<file path="config.mk">
export PLATFORM = sky130hd
export DESIGN_NAME = riscv_imem_responder
export DESIGN_NICKNAME = d
export VERILOG_FILES = /design/src/rtl/riscv_imem_responder.sv
export SDC_FILE = /design/constraint.sdc
export NUM_CORES = 2
export LEC_CHECK = 0
export CAP_MARGIN = 20
export CORE_MARGIN = 2
export CORE_UTILIZATION = 40
export DETAILED_ROUTE_END_ITERATION = 6
export SYNTH_ARGS = -nofsm -noshare
export SYNTH_HDL_FRONTEND = slang
export SYNTH_SLANG_ARGS = --single-unit
</file>
<file path="constraint.sdc">
create_clock -name clk -period 2.6 [get_ports clk]
set_input_delay 0.65 -clock clk [delete_from_list [all_inputs] [get_ports clk]]
set_output_delay 0.65 -clock clk [all_outputs]
set_load 0.05 [all_outputs]
</file>
<file path="src/rtl/riscv_imem_responder.sv">
// Instruction-memory responder for riscv_processor: loader-filled word store,
// one fetch in flight, fixed response latency, response held until acknowledged.
module riscv_imem_responder #(
  parameter  int DEPTH   = 64,
  parameter  int LATENCY = 1,
  localparam int AW      = $clog2(DEPTH)
) (
  input  logic          clk,
  input  logic          rst_n,
  input  logic          i_load_en,
  input  logic [AW-1:0] i_load_addr,
  input  logic [31:0]   i_load_data,
  input  logic          i_fetch_req,
  input  logic [31:0]   i_fetch_pc,
  output logic          o_fetch_ready,
  output logic          o_instr_valid,
  output logic [31:0]   o_instr_out,
  output logic          o_instr_err,
  input  logic          i_instr_ack
);

  localparam logic [31:0] NOP      = 32'h0000_0013;
  localparam logic [3:0]  CNT_INIT = 4'(LATENCY - 1);

  typedef enum logic [1:0] {S_IDLE, S_WAIT, S_RESP} state_t;

  state_t           r_state;
  logic [3:0]       r_cnt;
  logic [31:0]      r_pend_data;
  logic             r_pend_err;
  logic [31:0]      r_mem [DEPTH];
  logic [DEPTH-1:0] r_loaded;

  logic [AW-1:0]    w_idx;
  logic             w_err;
  logic             w_accept;
  logic [31:0]      w_rdata;

  assign w_idx    = i_fetch_pc[AW+1:2];
  assign w_err    = (i_fetch_pc[1:0] != 2'b00) || (i_fetch_pc[31:AW+2] != '0);
  assign w_accept = (r_state == S_IDLE) && i_fetch_req;

  // Write-first: a load landing on the fetched word this cycle wins over the array.
  always_comb begin
    w_rdata = NOP;
    if (!w_err) begin
      if (i_load_en && (i_load_addr == w_idx))
        w_rdata = i_load_data;
      else if (r_loaded[w_idx])
        w_rdata = r_mem[w_idx];
    end
  end

  always_ff @(posedge clk) begin
    if (i_load_en)
      r_mem[i_load_addr] <= i_load_data;
  end

  always_ff @(posedge clk or negedge rst_n) begin
    if (!rst_n)
      r_loaded <= '0;
    else if (i_load_en)
      r_loaded[i_load_addr] <= 1'b1;
  end

  always_ff @(posedge clk or negedge rst_n) begin
    if (!rst_n) begin
      r_state       <= S_IDLE;
      r_cnt         <= '0;
      r_pend_data   <= NOP;
      r_pend_err    <= 1'b0;
      o_fetch_ready <= 1'b1;
      o_instr_valid <= 1'b0;
      o_instr_out   <= NOP;
      o_instr_err   <= 1'b0;
    end else begin
      case (r_state)
        S_IDLE: begin
          if (w_accept) begin
            o_fetch_ready <= 1'b0;
            r_pend_data   <= w_rdata;
            r_pend_err    <= w_err;
            if (LATENCY == 1) begin
              r_state       <= S_RESP;
              o_instr_valid <= 1'b1;
              o_instr_out   <= w_rdata;
              o_instr_err   <= w_err;
            end else begin
              r_state <= S_WAIT;
              r_cnt   <= CNT_INIT;
            end
          end
        end
        S_WAIT: begin
          if (r_cnt == 4'd1) begin
            r_state       <= S_RESP;
            o_instr_valid <= 1'b1;
            o_instr_out   <= r_pend_data;
            o_instr_err   <= r_pend_err;
          end
          r_cnt <= r_cnt - 4'd1;
        end
        S_RESP: begin
          if (i_instr_ack) begin
            r_state       <= S_IDLE;
            o_instr_valid <= 1'b0;
            o_fetch_ready <= 1'b1;
          end
        end
        default: begin
          r_state       <= S_IDLE;
          o_fetch_ready <= 1'b1;
          o_instr_valid <= 1'b0;
        end
      endcase
    end
  end

endmodule
</file>
=== Yosys cells after proc, flatten, opt, wreduce, memory -nomap -nowiden ===
Memories as Yosys holds them, arrays and structs flattened.
Index checks and enable logic that the tools add are counted.

* Register bits: 138
* Memory bits (writable): 2048
* Bits of input ports: 75
* Output and inout bits: 35
* Logic and storage cells: 61
* Memories kept: 1

{| class="wikitable"
|+ Memory list
! memory !! words !! width !! read ports !! clocked after Yosys merged registers in !! wr ports !! line !! RTL
|-
| r_mem || 64 || 32 || 1 || 0 || 1 || 31 || <nowiki>logic [31:0] r_mem [DEPTH];</nowiki>
|}

* Add/subtract/negate cells: 1
* $lt $le $gt $ge: 3
* Equal/unequal tests: 7
* Multiplexer cells: 26
* Bitwise operators: 2
* Reduce and logical (&&, ||, !) cells: 12

{| class="wikitable"
|+ Operator list
! kind !! count
|-
| 32-bit 2-to-1 mux || 5
|-
| 64-bit OR || 1
|-
| 32-bit case mux with 2 select lines || 1
|-
| 24-bit nonzero test || 1
|-
| 6-bit by 7-bit < comparator with 1-bit output (second input constant) || 2
|-
| 1-bit 2-to-1 mux || 11
|-
| 3-bit AND reduction || 3
|-
| 1-bit binary-select mux with 6-bit select || 1
|-
| 1-bit demux with 6-bit select || 1
|-
| 6-bit equality test || 1
|-
| 6-bit by 1-bit >= comparator with 1-bit output (second input constant) || 1
|-
| 2-bit 2-to-1 mux || 3
|-
| 2-bit != test (second input constant) || 3
|-
| 1-bit case mux with 3 select lines || 2
|-
| 2-bit case mux with 3 select lines || 1
|-
| 4-bit by 1-bit equality test with 1-bit output (second input constant) || 1
|-
| 2-bit nonzero test || 2
|-
| 4-bit by 1-bit subtractor with 4-bit output (second input constant) || 1
|-
| 1-bit logical AND || 3
|-
| 2-bit by 1-bit equality test with 1-bit output (second input constant) || 1
|-
| 2-bit equality test (second input constant) || 1
|-
| 2-bit logical NOT || 1
|-
| 1-bit case mux with 2 select lines || 1
|-
| 2-bit AND reduction || 1
|-
| other kinds (2) || 2
|}

=== Depth between registers and ports, before layout ===
* Word-level depth: 7
* Depth in mapped cells: 13
* Mapped depth without buffers: 6

=== Worst setup path after synthesis ===
No wires, ideal clock.

* Path type: input to register
* From: input port i_load_addr[3]
* To: memory r_mem[10][0], enable pin
* Data arrival time: 2901 ps
* Slack: -723 ps
* Cell stages on the path: 4
* Buffers on the path: 2
* Path through: clkbuf_1 or3b_2 clkbuf_1 nor2_1

{| class="wikitable"
|+ RTL lines
! what !! line !! RTL
|-
| start: declaration || 11 || <nowiki>input logic [AW-1:0] i_load_addr,</nowiki>
|-
| end: declaration || 31 ||
|}

Straight into the memory's write port.

=== Worst setup path after layout ===
* From: register o_instr_err
* To: output port o_instr_err

{| class="wikitable"
|+ RTL lines
! what !! line !! RTL
|-
| start: declaration || 18 || <nowiki>output logic o_instr_err,</nowiki>
|-
| start signal: assignment || 87 || <nowiki>o_instr_err <= w_err;</nowiki>
|-
| start signal: assignment || 99 || <nowiki>o_instr_err <= r_pend_err;</nowiki>
|}

No word-level cell between the ends.

==> impl_metrics.toml <==
[outcome]
status = "finished, final reports clean"

[placed_design]
place_inst = 7101
port_buffers = 109
pre_cts_ws_ns = -0.689
place_hpwl_mm = 153
place_congestion = 0.849

[setup_path]
regToRegSetupSlack_ns = 0.07
crit_arrival_ns = 1.90
end_kind = "output pin"
worst-path-max-fanout = 2
r2r_start = "r_loaded[24]$_DFFE_PN0P_"
crit_type = "reg2out"
cp.required_ns = 1.95
cp_num_buf_inv = 1
r2r_end = "o_instr_out[18]$_DFFE_PN0P_"
reg2reg_depth = 8
crit_slowest_cell = "clkdlybuf4s15_1"
crit_chain = "clkdlybuf4s15_1"
slowest_delay_ns = 0.56
critPathTopFamily = "buffers and inverters"
start_kind = "flip-flop"

[sta]
setup_viol = 0
relSlewSlack = 0.337
worst_pin_slew_ns = 0.995
drv_slew = 0
whs_ns = 0.265
min_period_ns = 2.55
tns_ns = 0
fin_ws_ns = 0.0548
fin_crit_sh = 0.979
final_hold_viol_count = 0
max_freq_mhz = 393
skew_ns = 0.0277
rsz0062_at_grt = "false"

[detailed_routing]
num_vias = 43700
dr.first_iter.drc_count = 5377
remaining_drc_errors = 0
wl_per_cell_um = 32.4
dr.pass1.iters = 7
drtAntennaViolNets = 0
vias_per_cell = 5.83
wirelength_mm = 243

[die]
die_area_um2 = 212000
die_w_um = 461
die_height_um = 461
rows = 167
core_um2 = 207000
start_util = 0.403
ioPinCount = 110

[grt]
use_met1 = 0.322
grt_util_met3 = 0.0499
antenna_found_initial = 29
grt_max_degree = 66
grtUsageMet2 = 0.364
grt_pass1_wl_mm = 340
grt_usage = 0.230
grt-busiest-layer = "met2"
grt_overflow = 0
grt_pass1_vias = 43300

[clocking]
postCtsSetupBuffers = 0
clock-sinks = 2147
cts_root_buffer = "clkbuf_16"
cts_tree = "done"
cts_max_level = 4
insertion_delay_ns = 0.87
numCtsBuffers = 206
cts.clk_slew.worst_paths_ns = 0.06
clock_path_buffers = 3

[flow_run]
maxCapViolations = 0

[final_layout]
nNetsFinal = 4597
multi_input_area_um2 = 18300
instances_no_fill = 7493
syn_to_final_growth_pct = 20.8
drive_above_1_share = 0.344
seq_area_um2 = 64000
fillers = 16700

[power]
power.total_uw = 72400
p_comb_frac = 0.064
netSwitchingFraction = 0.216
p_int_uw = 56800
switching_power_uw = 15700
pwr-share-seq = 0.530
p_leak_uw = 0.0333
power_density_nw_per_um2 = 719
clkPwrFrac = 0.405
peakVddDrop_v = 0.000642

[hold_path]
hp-class = "in2reg"
min_from = "i_load_data[7]"
whs_path_depth = 1
min_to = "r_mem[7][7]$_DFFE_PP_"

[synthesis]
synth_warnings = 0
postSynthCellCount = 3807
synth_area_um2 = 83400
synthesis.nets = 3882
yosysUniqueCellTypes = 75
async_flop_share = 0.0461
avgSynthCellArea_um2 = 21.9
synth-seq-cells = 2147
seq_area_frac_synth = 0.768
synth_largest_area_cell = "edfxtp_1"
synth.area.top_cells = "edfxtp_1 74%, mux4_2 13%, dfrtp_1 2.9%"
synth_top_area_share = 0.738
synth-edff-count = 2048
ys.flop_type = "edfxtp_1"
cell usage after synthesis, types with 14 or more instances:
| cell type | count |
|---|---|
| mux2_2 | 21 |
| buf_4 | 38 |
| a22oi_1 | 38 |
| o21ai_0 | 38 |
| nand3_1 | 54 |
| mux4_1 | 39 |
| mux4_2 | 471 |
| buf_2 | 48 |
| o221ai_1 | 32 |
| and3_1 | 17 |
| edfxtp_1 | 2048 |
| nor2_1 | 84 |
| o22ai_1 | 29 |
| nand2_1 | 158 |
| mux2i_1 | 161 |
| buf_6 | 37 |
| a311oi_1 | 14 |
| a21oi_1 | 27 |
| or2_2 | 69 |
| dfrtp_1 | 95 |
| clkbuf_1 | 58 |
| nor3_1 | 16 |
| nor2b_1 | 15 |
metrics by stage:
step / util / area (µm²)
after floorplan: - / 83600
after global placement: 0.454 / 94000
after detailed placement: 0.454 / 94100
after CTS: 0.486 / 101000
after global routing: 0.486 / 101000
final: 0.486 / 101000
kinds of logic (layout without fill, tap and decap cells):
| kind of cell | after synthesis | count (layout) | share of synthesized area |
|---|---|---|---|
| flops | 2147 | 2147 | 0.768 |
| mux | 692 | 692 | 0.162 |
| simple gates | 463 | 463 | 0.0267 |
| compound gates | 277 | 277 | 0.0239 |
| buf+inv | 222 | 1114 | 0.0195 |
| xor+xnor | 6 | 6 | 0.000630 |
| other cells | 0 | 6 | 0 |
sequential cells by signal, summed over array words and instances, names as in the netlist:
signal         cells
r_loaded          64
o_instr_err        1
r_state            1
r_mem           2048
o_instr_out       32
o_fetch_ready      1
how the worst max path moves through the flow:
stage / from / end / slack (ns) / depth (start not counted)
2_1_floorplan: i_load_addr[2] / r_mem[31][0]$_DFFE_PP_ / -0.50 / 3
3_3_place_gp: i_fetch_pc[30] / o_instr_out[4]$_DFFE_PN1P_ / -1.72 / 8
3_5_place_dp: i_fetch_pc[2] / o_instr_out[6]$_DFFE_PN0P_ / -0.69 / 11
4_1_cts: o_instr_out[3]$_DFFE_PN0P_ / o_instr_out[3] / 0.003 / 1
5_1_grt: o_instr_out[5]$_DFFE_PN0P_ / o_instr_out[5] / 0.01 / 1
6_report: o_instr_err$_DFFE_PN0P_ / o_instr_err / 0.05 / 1
power groups by stage:
stage	Clock (µW)	Combinational (µW)	Sequential [µW]
final	29400	4670	38400
after global routing	31100	4930	38400
after CTS	29800	4680	38400
after detailed placement	0	4660	39100
after global placement	0	4600	39100
after floorplan	0	2300	39100
repair_timing:
action / 4_1_cts / 5_1_grt
setup endpoints to repair: 55 / 14
hold buffers: 1 / 0
cloned: 0 / 0
pin swaps: 0 / 1
endpoints found under the hold margin: 36 / 0
gates resized for setup: 74 / 4
layout by cell type, fill, tap and decap left out, types with 14 or more instances in the layout:
cell,n
clkdlybuf4s50_1,35
edfxtp_1,2048
clkinv_1,30
clkinv_2,35
and3_1,17
nor2_1,18
clkbuf_16,214
nor3_1,16
mux4_2,472
nand3_1,54
o22ai_1,29
clkdlybuf4s15_2,17
a22oi_1,38
a21oi_1,27
mux2i_1,161
buf_4,394
nor2_4,64
a311oi_1,14
o21ai_0,38
mux4_1,38
clkbuf_8,22
or2_2,69
clkbuf_1,62
buf_12,220
dfrtp_1,92
nand2_1,157
mux2_2,21
buf_2,34
o221ai_1,32
metal layers:
layer,wire [µm],up-vias,share of wire
met5,72,-,0.00030
met4,6060,12,0.025
met3,22600,348,0.093
met2,116000,2181,0.48
met1,98000,23700,0.40
li1,-,17500,-
area by class of cell:
type | count | share of cell area
inverter | 8 | 0.000385
timing repair buffer | 721 | 0.0823
antenna | 6 | 0.000149
sequential | 2147 | 0.635
clock inverter | 87 | 0.00698
clock buffer | 298 | 0.0585
tap | 2788 | 0.0346
multi-input combinational | 1438 | 0.182
Power figures use the tool's default switching activity.
